[config.mk]
export PLATFORM = sky130hd
export DESIGN_NAME = score_bcd_display
export DESIGN_NICKNAME = d
export VERILOG_FILES = /design/src/rtl/score_bcd_display.sv
export SDC_FILE = /design/constraint.sdc
export NUM_CORES = 1
export LEC_CHECK = 0
export ABC_AREA = 1
export BUFFER_PORTS_ARGS = -buffer_cell sky130_fd_sc_hd__buf_2
export CAP_MARGIN = 15
export CORE_AREA = 3 3 114 116
export CTS_CLUSTER_DIAMETER = 80
export DETAILED_ROUTE_END_ITERATION = 8
export DIE_AREA = 0 0 117 119
export GPL_ROUTABILITY_DRIVEN = 0
export PLACE_DENSITY = 0.77
export SLEW_MARGIN = 20
export SYNTH_ARGS = -nofsm -noshare
export SYNTH_HDL_FRONTEND = slang
export SYNTH_SLANG_ARGS = --single-unit
[constraint.sdc]
create_clock -name clock -period 4.1 [get_ports clock]
set_clock_uncertainty 0.2 [all_clocks]
set_input_delay 0.41 -clock clock [delete_from_list [all_inputs] [get_ports clock]]
set_output_delay 0.41 -clock clock [all_outputs]
set_load 0.03 [all_outputs]
[src/rtl/score_bcd_display.sv]
// Score/level display driver for the HEX bank.
// A sequential double-dabble converter turns the selected score (live or
// session high) into BCD. The result, the level digit and an 'L'/'H' prefix
// are written to active-low seven-segment registers in a single edge, so the
// displays never show a partially converted value.
module score_bcd_display #(
    parameter int SCORE_W  = 12,
    parameter int LEVEL_W  = 3,
    parameter int DIGITS   = 4,
    parameter int BLANK_LZ = 1
) (
    input  logic                      clock,
    input  logic                      resetn,
    input  logic [SCORE_W-1:0]        score,
    input  logic [LEVEL_W-1:0]        level,
    input  logic                      show_high,
    output logic [7*(DIGITS+2)-1:0]   hex_out,
    output logic [SCORE_W-1:0]        high_score,
    output logic [LEVEL_W-1:0]        high_level,
    output logic                      busy
);

    // Number of decimal digits needed for the largest SCORE_W-bit value.
    function automatic int bcd_digits(input int w);
        longint v;
        int     d;
        v = (longint'(1) << w) - longint'(1);
        d = 0;
        for (int k = 0; k < 20; k++) begin
            if (v != 0) begin
                v = v / 10;
                d++;
            end
        end
        return d;
    endfunction

    // 10**n as an unsigned 32-bit value (n <= 5 keeps it well in range).
    function automatic logic [31:0] pow10(input int n);
        logic [31:0] v;
        v = 32'd1;
        for (int k = 0; k < n; k++) begin
            v = v * 32'd10;
        end
        return v;
    endfunction

    localparam int          BCD_D     = bcd_digits(SCORE_W);
    localparam int          EXT_D     = (BCD_D > DIGITS) ? BCD_D : DIGITS;
    localparam int          DD_W      = 4 * BCD_D + SCORE_W;
    localparam int          HEX_W     = 7 * (DIGITS + 2);
    localparam int          CNT_W     = $clog2(SCORE_W + 1);
    localparam logic [31:0] SAT_LIMIT = pow10(DIGITS);

    localparam logic [6:0] SEG_0     = 7'h40;
    localparam logic [6:0] SEG_9     = 7'h18;
    localparam logic [6:0] SEG_BLANK = 7'h7F;
    localparam logic [6:0] SEG_L     = 7'h47;
    localparam logic [6:0] SEG_H     = 7'h09;

    // Active-low segment pattern for one decimal digit; anything else is blank.
    function automatic logic [6:0] seg7(input logic [3:0] d);
        logic [6:0] s;
        case (d)
            4'd0:    s = 7'h40;
            4'd1:    s = 7'h79;
            4'd2:    s = 7'h24;
            4'd3:    s = 7'h30;
            4'd4:    s = 7'h19;
            4'd5:    s = 7'h12;
            4'd6:    s = 7'h02;
            4'd7:    s = 7'h78;
            4'd8:    s = 7'h00;
            4'd9:    s = 7'h18;
            default: s = 7'h7F;
        endcase
        return s;
    endfunction

    // Display image for a zero score, level 0, live ('L') prefix.
    function automatic logic [HEX_W-1:0] reset_hex();
        logic [HEX_W-1:0] h;
        h = '0;
        h[6:0] = SEG_0;
        for (int i = 1; i < DIGITS; i++) begin
            h[7*i +: 7] = (BLANK_LZ != 0) ? SEG_BLANK : SEG_0;
        end
        h[7*DIGITS +: 7]     = SEG_0;
        h[7*(DIGITS+1) +: 7] = SEG_L;
        return h;
    endfunction

    localparam logic [HEX_W-1:0] HEX_RST = reset_hex();

    typedef enum logic [1:0] {
        IDLE,
        SHIFT,
        DONE
    } state_t;

    state_t               r_state;
    state_t               w_next_state;

    logic [SCORE_W-1:0]   r_high_score;
    logic [LEVEL_W-1:0]   r_high_level;

    // Tuple most recently written to the displays.
    logic                 r_last_hi;
    logic [SCORE_W-1:0]   r_last_score;
    logic [LEVEL_W-1:0]   r_last_level;

    // Tuple being converted, frozen for the whole conversion.
    logic                 r_src_hi;
    logic [SCORE_W-1:0]   r_src_score;
    logic [LEVEL_W-1:0]   r_src_level;

    // Double-dabble register: BCD digits on top, binary being shifted out below.
    logic [DD_W-1:0]      r_dd;
    logic [CNT_W-1:0]     r_cnt;
    logic                 r_cool;
    logic [HEX_W-1:0]     r_hex;

    logic [SCORE_W-1:0]   w_src_score;
    logic [LEVEL_W-1:0]   w_src_level;
    logic                 w_changed;
    logic                 w_start;
    logic                 w_last_step;
    logic [DD_W-1:0]      w_dd_adj;
    logic [4*EXT_D-1:0]   w_bcd_ext;
    logic                 w_saturate;
    logic [HEX_W-1:0]     w_hex_new;

    assign w_src_score = show_high ? r_high_score : score;
    assign w_src_level = show_high ? r_high_level : level;
    assign w_changed   = {show_high, w_src_score, w_src_level}
                         != {r_last_hi, r_last_score, r_last_level};
    // The cycle right after a display update is a forced IDLE cycle, which
    // spaces successive updates by at least SCORE_W+3 edges.
    assign w_start     = w_changed && !r_cool;
    assign w_last_step = (r_cnt == CNT_W'(SCORE_W - 1));
    assign w_saturate  = 32'(r_src_score) >= SAT_LIMIT;

    assign hex_out     = r_hex;
    assign high_score  = r_high_score;
    assign high_level  = r_high_level;
    assign busy        = (r_state != IDLE);

    // Session high score and high level, cleared only by reset.
    always_ff @(posedge clock or negedge resetn) begin
        if (!resetn) begin
            // NOTE: every clocked register uses non-blocking assignments so all
            // flops sample the values from before the edge, independent of order.
            r_high_score <= '0;
            r_high_level <= '0;
        end else begin
            if (score > r_high_score) begin
                r_high_score <= score;
            end
            if (level > r_high_level) begin
                r_high_level <= level;
            end
        end
    end

    // FSM state register.
    always_ff @(posedge clock or negedge resetn) begin
        if (!resetn) begin
            r_state <= IDLE;
        end else begin
            r_state <= w_next_state;
        end
    end

    // FSM next-state logic.
    always_comb begin
        // NOTE: default assignment first; a path that left w_next_state
        // unassigned would infer a latch.
        w_next_state = r_state;
        case (r_state)
            IDLE:    if (w_start) w_next_state = SHIFT;
            SHIFT:   if (w_last_step) w_next_state = DONE;
            DONE:    w_next_state = IDLE;
            default: w_next_state = IDLE;
        endcase
    end

    // Double-dabble correction: add 3 to every BCD digit that is 5 or more.
    always_comb begin
        w_dd_adj = r_dd;
        for (int d = 0; d < BCD_D; d++) begin
            if (r_dd[SCORE_W + 4*d +: 4] >= 4'd5) begin
                w_dd_adj[SCORE_W + 4*d +: 4] = r_dd[SCORE_W + 4*d +: 4] + 4'd3;
            end
        end
    end

    // Build the new display image from the finished BCD result.
    always_comb begin
        logic       lit;
        logic [3:0] dig;
        w_bcd_ext              = '0;
        w_bcd_ext[4*BCD_D-1:0] = r_dd[DD_W-1:SCORE_W];
        w_hex_new              = '0;
        lit                    = 1'b0;
        dig                    = 4'd0;
        // Walk from the most significant display down so 'lit' marks the first
        // nonzero digit; everything above it is a leading zero.
        for (int i = DIGITS - 1; i >= 0; i--) begin
            dig = w_bcd_ext[4*i +: 4];
            if (dig != 4'd0) begin
                lit = 1'b1;
            end
            if (w_saturate) begin
                w_hex_new[7*i +: 7] = SEG_9;
            end else if ((BLANK_LZ != 0) && !lit && (i != 0)) begin
                w_hex_new[7*i +: 7] = SEG_BLANK;
            end else begin
                w_hex_new[7*i +: 7] = seg7(dig);
            end
        end
        w_hex_new[7*DIGITS +: 7]     = seg7(4'(r_src_level));
        w_hex_new[7*(DIGITS+1) +: 7] = r_src_hi ? SEG_H : SEG_L;
    end

    // Conversion datapath and display registers.
    always_ff @(posedge clock or negedge resetn) begin
        if (!resetn) begin
            r_last_hi    <= 1'b0;
            r_last_score <= '0;
            r_last_level <= '0;
            r_src_hi     <= 1'b0;
            r_src_score  <= '0;
            r_src_level  <= '0;
            r_dd         <= '0;
            r_cnt        <= '0;
            r_cool       <= 1'b0;
            r_hex        <= HEX_RST;
        end else begin
            case (r_state)
                IDLE: begin
                    r_cool <= 1'b0;
                    if (w_start) begin
                        r_src_hi    <= show_high;
                        r_src_score <= w_src_score;
                        r_src_level <= w_src_level;
                        r_dd        <= DD_W'(w_src_score);
                        r_cnt       <= '0;
                    end
                end
                SHIFT: begin
                    // Shifting the whole register moves the next binary bit
                    // into the BCD units digit.
                    r_dd  <= w_dd_adj << 1;
                    r_cnt <= r_cnt + 1'b1;
                end
                DONE: begin
                    r_hex        <= w_hex_new;
                    r_last_hi    <= r_src_hi;
                    r_last_score <= r_src_score;
                    r_last_level <= r_src_level;
                    r_cool       <= 1'b1;
                end
                default: begin
                    r_cool <= 1'b0;
                end
            endcase
        end
    end

endmodule

==> flow_metrics.py, run 1 <==
metrics = {
    "placement": {
        "dp_cells": 1044,
        "hpwl_um": 9812,
        "port_buffers": 72,
    },
    "sta": {
        "finalCritPeriodShare_pct": 64.96,
        "finalMaxSlewViolations": 0,
        "setup_violations": 0,
        "post-route-min-period_ns": 2.663,
        "final-hold-violation-count": 0,
        "worst_slew_pin_slew_ns": 0.9018,
        "rsz0062_at_grt": "false",
        "slew_headroom_pct": 39.51,
        "fmax_ghz": 0.3755,
        "finalSetupTns_ns": 0,
    },
    "yosys": {
        "async_flop_share_pct": 100.0,
        "yosys.cell_types.count": 33,
        "postSynthAreaPerCell_sq_um": 7.728,
        "ys.flop_type": "dfrtp_1",
        "synth_edf_count": 0,
        "ys_seq_area_share_pct": 45.04,
        "yosys_warnings": 0,
        "synth_seq_cells": 118,
        "syn_area_sq_um": 6623,
        "syn_inst": 857,
    },
    "setup_path": {
        "required_ns": 4.25,
        "endpoint_kind": "register",
        "cp_num_buf_inv": 3,
        "path_class": "in2reg",
        "cp.arrival_ns": 2.82,
        "crit_fanout": 42,
        "cp-start-kind": "input port",
        "cp_cell_sequence": "buf_2, inv_2, nand2_1, nand2_1, nand2_1, nand2_1, nor2_1, nand2_1, nor2_1, nand2_2, nand2_4, buf_4, nand3_1, nand2_1",
        "cpMaxStageDelayCell": "buf_2",
        "crit_top_cell": "nand2_1",
        "crit_path_max_incr_delay_ns": 0.38,
        "path_delay_family": "simple AND/OR/NAND/NOR gates",
    },
    "routing": {
        "route.detailed.drc": 0,
        "drt_wl_total_um": 14470,
        "drt.antenna.violating_nets": 0,
        "first_pass_iters": 5,
        "route.vias.total": 5738,
        "drt_iter0_drc": 410,
        "drt-wirelength-per-cell_um": 13.43,
        "avgViaCountPerCell": 5.328,
    },
    "power_and_ir_drop": {
        "p_per_area_nw_per_um2": 916.6,
        "power.leakage_nw": 3.998,
        "irDropWorstVdd_v": 0.0004520,
    },
    "die": {
        "design.core.area_sq_um": 12010,
        "row_count": 40,
        "die_h_um": 119,
        "start_util_pct": 55.14,
        "die_area_sq_um": 13920,
        "die_x_um": 117,
        "ios": 76,
    },
    "clocking": {
        "numCtsBuffers": 17,
        "cts_max_level": 4,
        "clk_latency_ns": 0.42,
        "clkTransAtPathRegs_ns": 0.05,
        "cts_tree": "yes",
        "cts_post_setup_buffers_inserted": 0,
        "cts.sinks": 118,
        "root_buffer": "clkbuf_16",
        "ctsResizeCount": 0,
        "clockBufferDepth": 2,
    },
    "global_route": {
        "grt_max_degree": 67,
        "grt_pass1_wl_um": 24390,
        "grt_remaining_overflow": 0,
        "grt.total_usage_pct": 21.65,
        "first_global_vias": 5329,
        "grt_antenna_before_repair": 0,
    },
    "final_layout": {
        "antenna_cells": 0,
        "area_delta_synth_final_pct": 15.00,
        "instances_no_fill": 1077,
        "fin_nets": 978,
        "fillerInstances": 1053,
        "drive_gt1_share_pct": 15.38,
    },
    "min_path": {
        "hold_class": "in2reg",
    },
    "flow_run": {
        "maxCapViolations": 0,
    },
    "outcome": {
        "status": "finished clean",
    },
}
==> final timing paths <==
path / start / endpoint / slack [ns] / cells after the start
setup / recovery: show_high / r_dd[0]$_DFFE_PN0P_ / 1.44 / 14
hold / removal: score[2] / high_score[2]$_DFFE_PN0N_ / 0.06 / 3
setup reg to reg: high_score[7]$_DFFE_PN0N_ / high_score[2]$_DFFE_PN0N_ / 1.68 / 10
hold reg to reg: hex_out[34]$_DFFE_PN1P_ / hex_out[34]$_DFFE_PN1P_ / 0.26 / 2
max in group asynchronous: resetn / hex_out[21]$_DFFE_PN1P_ / 2.32 / 3
min in group asynchronous: resetn / high_score[1]$_DFFE_PN0N_ / 0.43 / 2
==> through the flow <==
step | worst slack, ns | power, mW | hold WS (ns) | util [%] | cell area (sq um)
after floorplan | 1.936 | 4.735 | -0.08559 | - | 6626
after global placement | 1.223 | 5.420 | 0.2553 | 58.29 | 7002
after detailed placement | 1.115 | 5.489 | 0.2555 | 58.29 | 7002
after CTS | 1.483 | 7.010 | 0.04895 | 63.41 | 7616
after global routing | 1.218 | 7.579 | 0.06515 | 63.41 | 7616
final | 1.437 | 6.981 | 0.05898 | 63.41 | 7616
==> placed cells by master (no fill, tap or decap), types with 2 or more instances in the layout <==
cell type and count:
o22a_1 2, clkbuf_16 20, nor2_1 61, o21ai_0 57, or2_2 3, clkinv_2 3
buf_4 9, inv_1 70, clkbuf_8 5, conb_1 3, nor3_1 4, o211ai_1 12
ha_1 43, nand3_1 77, clkbuf_1 2, nand3b_1 8, nand2_2 2, a21oi_1 43
dfstp_2 24, nand4_1 3, xor2_1 2, a31oi_1 9, nand2_1 287, buf_2 71
a211oi_1 2, dfrtp_1 94, inv_4 2
==> final cells by class <==
type | instances | area (sq um) | area share (%)
Multi-Input combinational cell | 627 | 3142 | 41.25
Sequential cell | 118 | 2983 | 39.17
Clock buffer | 27 | 576.8 | 7.574
Timing Repair Buffer | 81 | 432.9 | 5.684
Inverter | 72 | 270.3 | 3.549
Tap cell | 147 | 183.9 | 2.415
Clock inverter | 5 | 27.53 | 0.3614
==> synthesized netlist by cell type, types with 6 or more instances <==
| cell type | number | area, sq um |
|---|---|---|
| a21oi_1 | 43 | 215.2 |
| o21ai_0 | 57 | 285.3 |
| clkbuf_1 | 23 | 86.33 |
| o211ai_1 | 12 | 90.09 |
| nor2_1 | 63 | 236.5 |
| nand3b_1 | 8 | 60.06 |
| nand3_1 | 77 | 385.4 |
| inv_1 | 70 | 262.8 |
| a31oi_1 | 9 | 56.30 |
| dfstp_2 | 24 | 630.6 |
| buf_6 | 6 | 67.56 |
| buf_4 | 11 | 82.58 |
| nand2_1 | 287 | 1077 |
| ha_1 | 43 | 538.0 |
| dfrtp_1 | 94 | 2352 |
==> state kept, by name, summed over array words and instances (netlist names), 3 cells and up <==
name,flops
r_cnt,4
hex_out,37
r_dd,28
r_last_score,12
r_last_level,3
r_src_score,12
r_src_level,3
high_level,3
high_score,12
==> metal layers <==
metal  GRT usage (%)  vias to the layer above  wire length, um
li1                -                     2902                -
met1           28.18                     2707             6696
met2           35.24                      107             6975
met3           4.573                       22              564
met4           8.100                        0              231
met5               0                        -                0
==> kinds of logic (layout without fill, tap and decap cells) <==
group,count (synthesis),count (layout),synth area share [%]
AND/OR/NAND/NOR,449,449,27.89
AO/OA/AOI/OAI,129,129,10.71
flip-flops,118,118,45.04
buffers and inverters,113,185,7.727
adder cells (fa/ha/maj),43,43,8.124
XOR/XNOR,3,3,0.3968
other,2,3,0.1134
==> worst reg2reg max path, cell delays in order (launching register included) <==
cell and delay, ns:
dfrtp_1 0.41, inv_1 0.09, ha_1 0.29, nand2_1 0.07, nor3_1 0.31, nand2_1 0.11
o211ai_1 0.10, buf_4 0.22, nand2_1 0.31, nand2_1 0.15, nand2_1 0.06
==> report_power, final <==
group | total (mW) | switching, mW | internal [mW]
clock | 1.47 | 0.515 | 0.959
combinational | 3.21 | 2.14 | 1.07
sequential | 2.30 | 0.469 | 1.83
==> timing repair <==
item / CTS / global route
endpoints found under the setup margin: 0 / 0
endpoints found under the hold margin: 64 / 0
hold buffers: 1 / 0
No activity file was read; power rests on OpenSTA's default activity.
==> inputs of run 2 (changes only) <==
--- a/config.mk
+++ b/config.mk
@@ -5,15 +5,15 @@
 export SDC_FILE = /design/constraint.sdc
 export NUM_CORES = 1
 export LEC_CHECK = 0
-export ABC_AREA = 1
+export ABC_AREA = 0
 export BUFFER_PORTS_ARGS = -buffer_cell sky130_fd_sc_hd__buf_2
 export CAP_MARGIN = 15
-export CORE_AREA = 3 3 114 116
+export CORE_AREA = 3 3 116 118
 export CTS_CLUSTER_DIAMETER = 80
 export DETAILED_ROUTE_END_ITERATION = 8
-export DIE_AREA = 0 0 117 119
+export DIE_AREA = 0 0 119 121
 export GPL_ROUTABILITY_DRIVEN = 0
-export PLACE_DENSITY = 0.77
+export PLACE_DENSITY = 0.78
 export SLEW_MARGIN = 20
 export SYNTH_ARGS = -nofsm -noshare
 export SYNTH_HDL_FRONTEND = slang
==> constraint.sdc (replaced) <==
create_clock -name clock -period 2.15 [get_ports clock]
set_clock_uncertainty 0.2 [all_clocks]
set_input_delay 0.215 -clock clock [delete_from_list [all_inputs] [get_ports clock]]
set_output_delay 0.215 -clock clock [all_outputs]
set_load 0.03 [all_outputs]
==> run 2 against run 1 <==
Compared with the run above: the flow now finishes with violations (setup timing); clock-buffer cell count rose by 2; critical path depth is 6 lower; sequential share of layout area is 5.7 points lower; routed wire length increased by 44%; global-route usage grew 3.9 points; area after synthesis hardly changed; sequential power up 96%; critical path type is now reg2reg; critical endpoint is now high_score[9]$_DFFE_PN0N_.
==> flow_metrics.py, run 2 <==
metrics = {
    "setup_path": {
        "ff2ff_setup_slack_ns": -0.44,
        "r2r_cells": 8,
        "cp_cell_sequence": "inv_2, ha_4, and3_4, a221o_1, a221o_1, o22a_1, buf_4, mux2_2",
        "crit_top_cell": "a221o_1",
        "regToRegStartpoint": "high_score[7]$_DFFE_PN0N_",
        "endpoint_kind": "register",
        "regToRegEndpoint": "high_score[9]$_DFFE_PN0N_",
        "cp-start-kind": "register",
        "path_class": "reg2reg",
        "startpoint": "high_score[7]$_DFFE_PN0N_",
        "crit_path_max_incr_delay_ns": 0.43,
        "cp.arrival_ns": 2.70,
        "crit_fanout": 5,
        "cpMaxStageDelayCell": "dfrtp_2",
        "required_ns": 2.25,
    },
    "placement": {
        "place_area_sq_um": 7480,
        "port_buffers": 72,
        "post-place-ws_ns": -0.4123,
        "hpwl_um": 10750,
    },
    "sta": {
        "fmax_ghz": 0.3858,
        "rsz0062_at_grt": "true",
        "finalSetupTns_ns": -11.92,
        "worst_slew_pin_slew_ns": 0.5767,
        "finalCritPeriodShare_pct": 120.6,
        "finalMaxSlewViolations": 0,
        "postLayoutSetupSlackWorst_ns": -0.4420,
        "setup_violations": 61,
        "post-route-min-period_ns": 2.592,
        "final-hold-violation-count": 0,
        "slew_headroom_pct": 61.15,
    },
    "die": {
        "start_util_pct": 52.72,
        "die_area_sq_um": 14400,
        "ios": 76,
        "die_x_um": 119,
        "design.core.area_sq_um": 12570,
        "row_count": 41,
        "die_h_um": 121,
    },
    "clocking": {
        "cts.sinks": 118,
        "numCtsBuffers": 17,
        "cts_tree": "yes",
        "cts_max_level": 4,
        "root_buffer": "clkbuf_16",
        "clkTransAtPathRegs_ns": 0.06,
        "clockBufferDepth": 2,
        "clk_latency_ns": 0.42,
    },
    "yosys": {
        "synth.most_common_cell": "dfrtp_1",
        "ys.flop_type": "dfrtp_1",
        "synth_seq_cells": 118,
        "syn_area_sq_um": 6626,
        "yosys.cell_types.count": 50,
        "synth_area_leader_cell": "dfrtp_1",
        "postSynthAreaPerCell_sq_um": 9.255,
        "synth.area.top_cells": "dfrtp_1 (35%), dfstp_2 (9.5%), ha_1 (8.1%), nand2_1 (5.0%), o21ai_0 (4.8%)",
        "syn_inst": 716,
        "yosys-top-cells-count": "dfrtp_1 (94), nand2_1 (88), o21ai_0 (64)",
        "synth.top_cell.area_share_pct": 35.50,
        "synth_edf_count": 0,
        "ys_seq_area_share_pct": 45.02,
        "async_flop_share_pct": 100.0,
        "yosys_warnings": 0,
    },
    "power_and_ir_drop": {
        "switching_power_mw": 7.218,
        "clkPwrFrac_pct": 17.3,
        "power.leakage_nw": 4.227,
        "pwr-share-comb_pct": 54.5,
        "swShare_pct": 45.18,
        "pwr-share-seq_pct": 28.2,
        "irDropWorstVdd_v": 0.0009215,
        "intPower_mw": 8.757,
        "p_per_area_nw_per_um2": 1788,
    },
    "final_layout": {
        "final_cell_area_sq_um": 8935,
        "seqCellArea_sq_um": 2990,
        "fillerInstances": 797,
        "finish.utilization_pct": 71.09,
        "area_delta_synth_final_pct": 34.84,
        "most-common-layout-cells": "nand2_1 (88), dfrtp_1 (88), buf_2 (70)",
        "drive_gt1_share_pct": 35.47,
        "multi_input_area_sq_um": 3722,
        "largest_reg_flops": 37,
        "antenna_cells": 0,
        "fin_nets": 922,
    },
    "outcome": {
        "status": "finished, violations left",
        "failed_checks": "setup timing",
    },
    "routing": {
        "drt-wirelength-per-cell_um": 19.87,
        "route.vias.total": 6266,
        "avgViaCountPerCell": 5.990,
        "first_pass_iters": 6,
        "route.detailed.drc": 0,
        "drt_wl_total_um": 20780,
        "drt.antenna.violating_nets": 0,
        "drt_iter0_drc": 722,
    },
    "global_route": {
        "grt_pass1_wl_um": 29410,
        "grt.total_usage_pct": 25.50,
        "grt_antenna_before_repair": 0,
        "grt_remaining_overflow": 0,
        "first_global_vias": 5910,
        "grt_max_degree": 59,
    },
    "min_path": {
        "hold_class": "in2async",
    },
    "flow_run": {
        "maxCapViolations": 0,
    },
}
==> run 2: cell types whose count changed in the layout (fill, tap and decap cells not counted), moves of 11 or more <==
cell	previous run	this run
buf_4	9	64
o22ai_2	0	11
mux2_2	0	13
o21ai_2	0	19
o31ai_1	0	11
a21oi_1	43	59
nor2_1	61	47
o211ai_1	12	0
dlygate4sd3_1	1	16
and3_1	1	15
buf_6	0	14
nand2_1	287	88
inv_1	70	47
nand3_1	77	8
==> run 2: layer usage <==
layer / track usage [%] / vias up / part of all wire, %
met1: 30.91 / 3047 / 38
met4: 13.61 / 0 / 5.5
met5: 0 / - / 0
met2: 43.02 / 364 / 50
li1: - / 2746 / -
met3: 4.988 / 109 / 7.1
==> run 2: logic make-up after synthesis <==
group                      count (synthesis)  share of synthesized area (%)
AOI/OAI and AO/OA                        182                          15.92
xor gates and xnor gates                  21                          2.776
adders and majority gates                 43                          8.119
buffers and inverters                     97                          6.476
DFF                                      118                          45.02
muxes                                     39                          6.420
other                                      2                         0.1133
and+or+nand+nor                          214                          15.16
==> run 2: worst max path at each step <==
stage	endpoint	slack, ns	cells past startpoint
floorplan	high_score[2]$_DFFE_PN0N_	-0.34	8
global placement	r_dd[25]$_DFFE_PN0P_	-0.31	8
detailed placement	r_src_level[1]$_DFFE_PN0P_	-0.41	8
CTS	high_score[0]$_DFFE_PN0N_	-0.30	8
global route	high_score[9]$_DFFE_PN0N_	-0.44	8
finish	high_score[9]$_DFFE_PN0N_	-0.44	8
==> run 2: cell type report <==
type / instances / area share [%]
clock buffer: 29 / 5.826
clock inverter: 3 / 0.4761
inverter: 50 / 2.101
multi-input combinational: 504 / 41.66
sequential: 118 / 33.47
tap: 172 / 2.409
timing repair buffer: 170 / 14.06
==> run 2: what timing repair did <==
item,4_1_cts,5_1_grt
pin swaps,11,24
endpoints found under the setup margin,60,69
gates cloned,2,3
hold endpoints to repair,99,0
resized for setup,40,84
buffers inserted,10,8
hold buffers,16,0
==> run 2: through the flow <==
stage / hold WS [ns] / power (mW) / instances
2_1_floorplan: -0.2806 / 9.367 / 717
3_3_place_gp: -0.04107 / 11.06 / 978
3_5_place_dp: -0.03371 / 11.43 / 978
4_1_cts: 0.08712 / 14.62 / 1037
5_1_grt: 0.1118 / 16.84 / 1046
6_report: 0.08332 / 15.97 / 1046
==> run 2: power groups by stage <==
stage               sequential, mW  clock (mW)  combinational (mW)
floorplan                     5.09           0                4.28
global placement              4.28           0                6.78
detailed placement            4.34           0                7.09
CTS                           4.35        2.73                7.54
global route                  4.61        2.88                9.35
finish                        4.51        2.76                8.71
==> run 2: critical path: cells and delay by family, from the launching register on <==
kind	cells	cell delay (ns)
compound gates	3	0.90
simple gates	1	0.18
flops	1	0.43
buf+inv	2	0.26
mux	1	0.29
fa+ha+maj	1	0.20
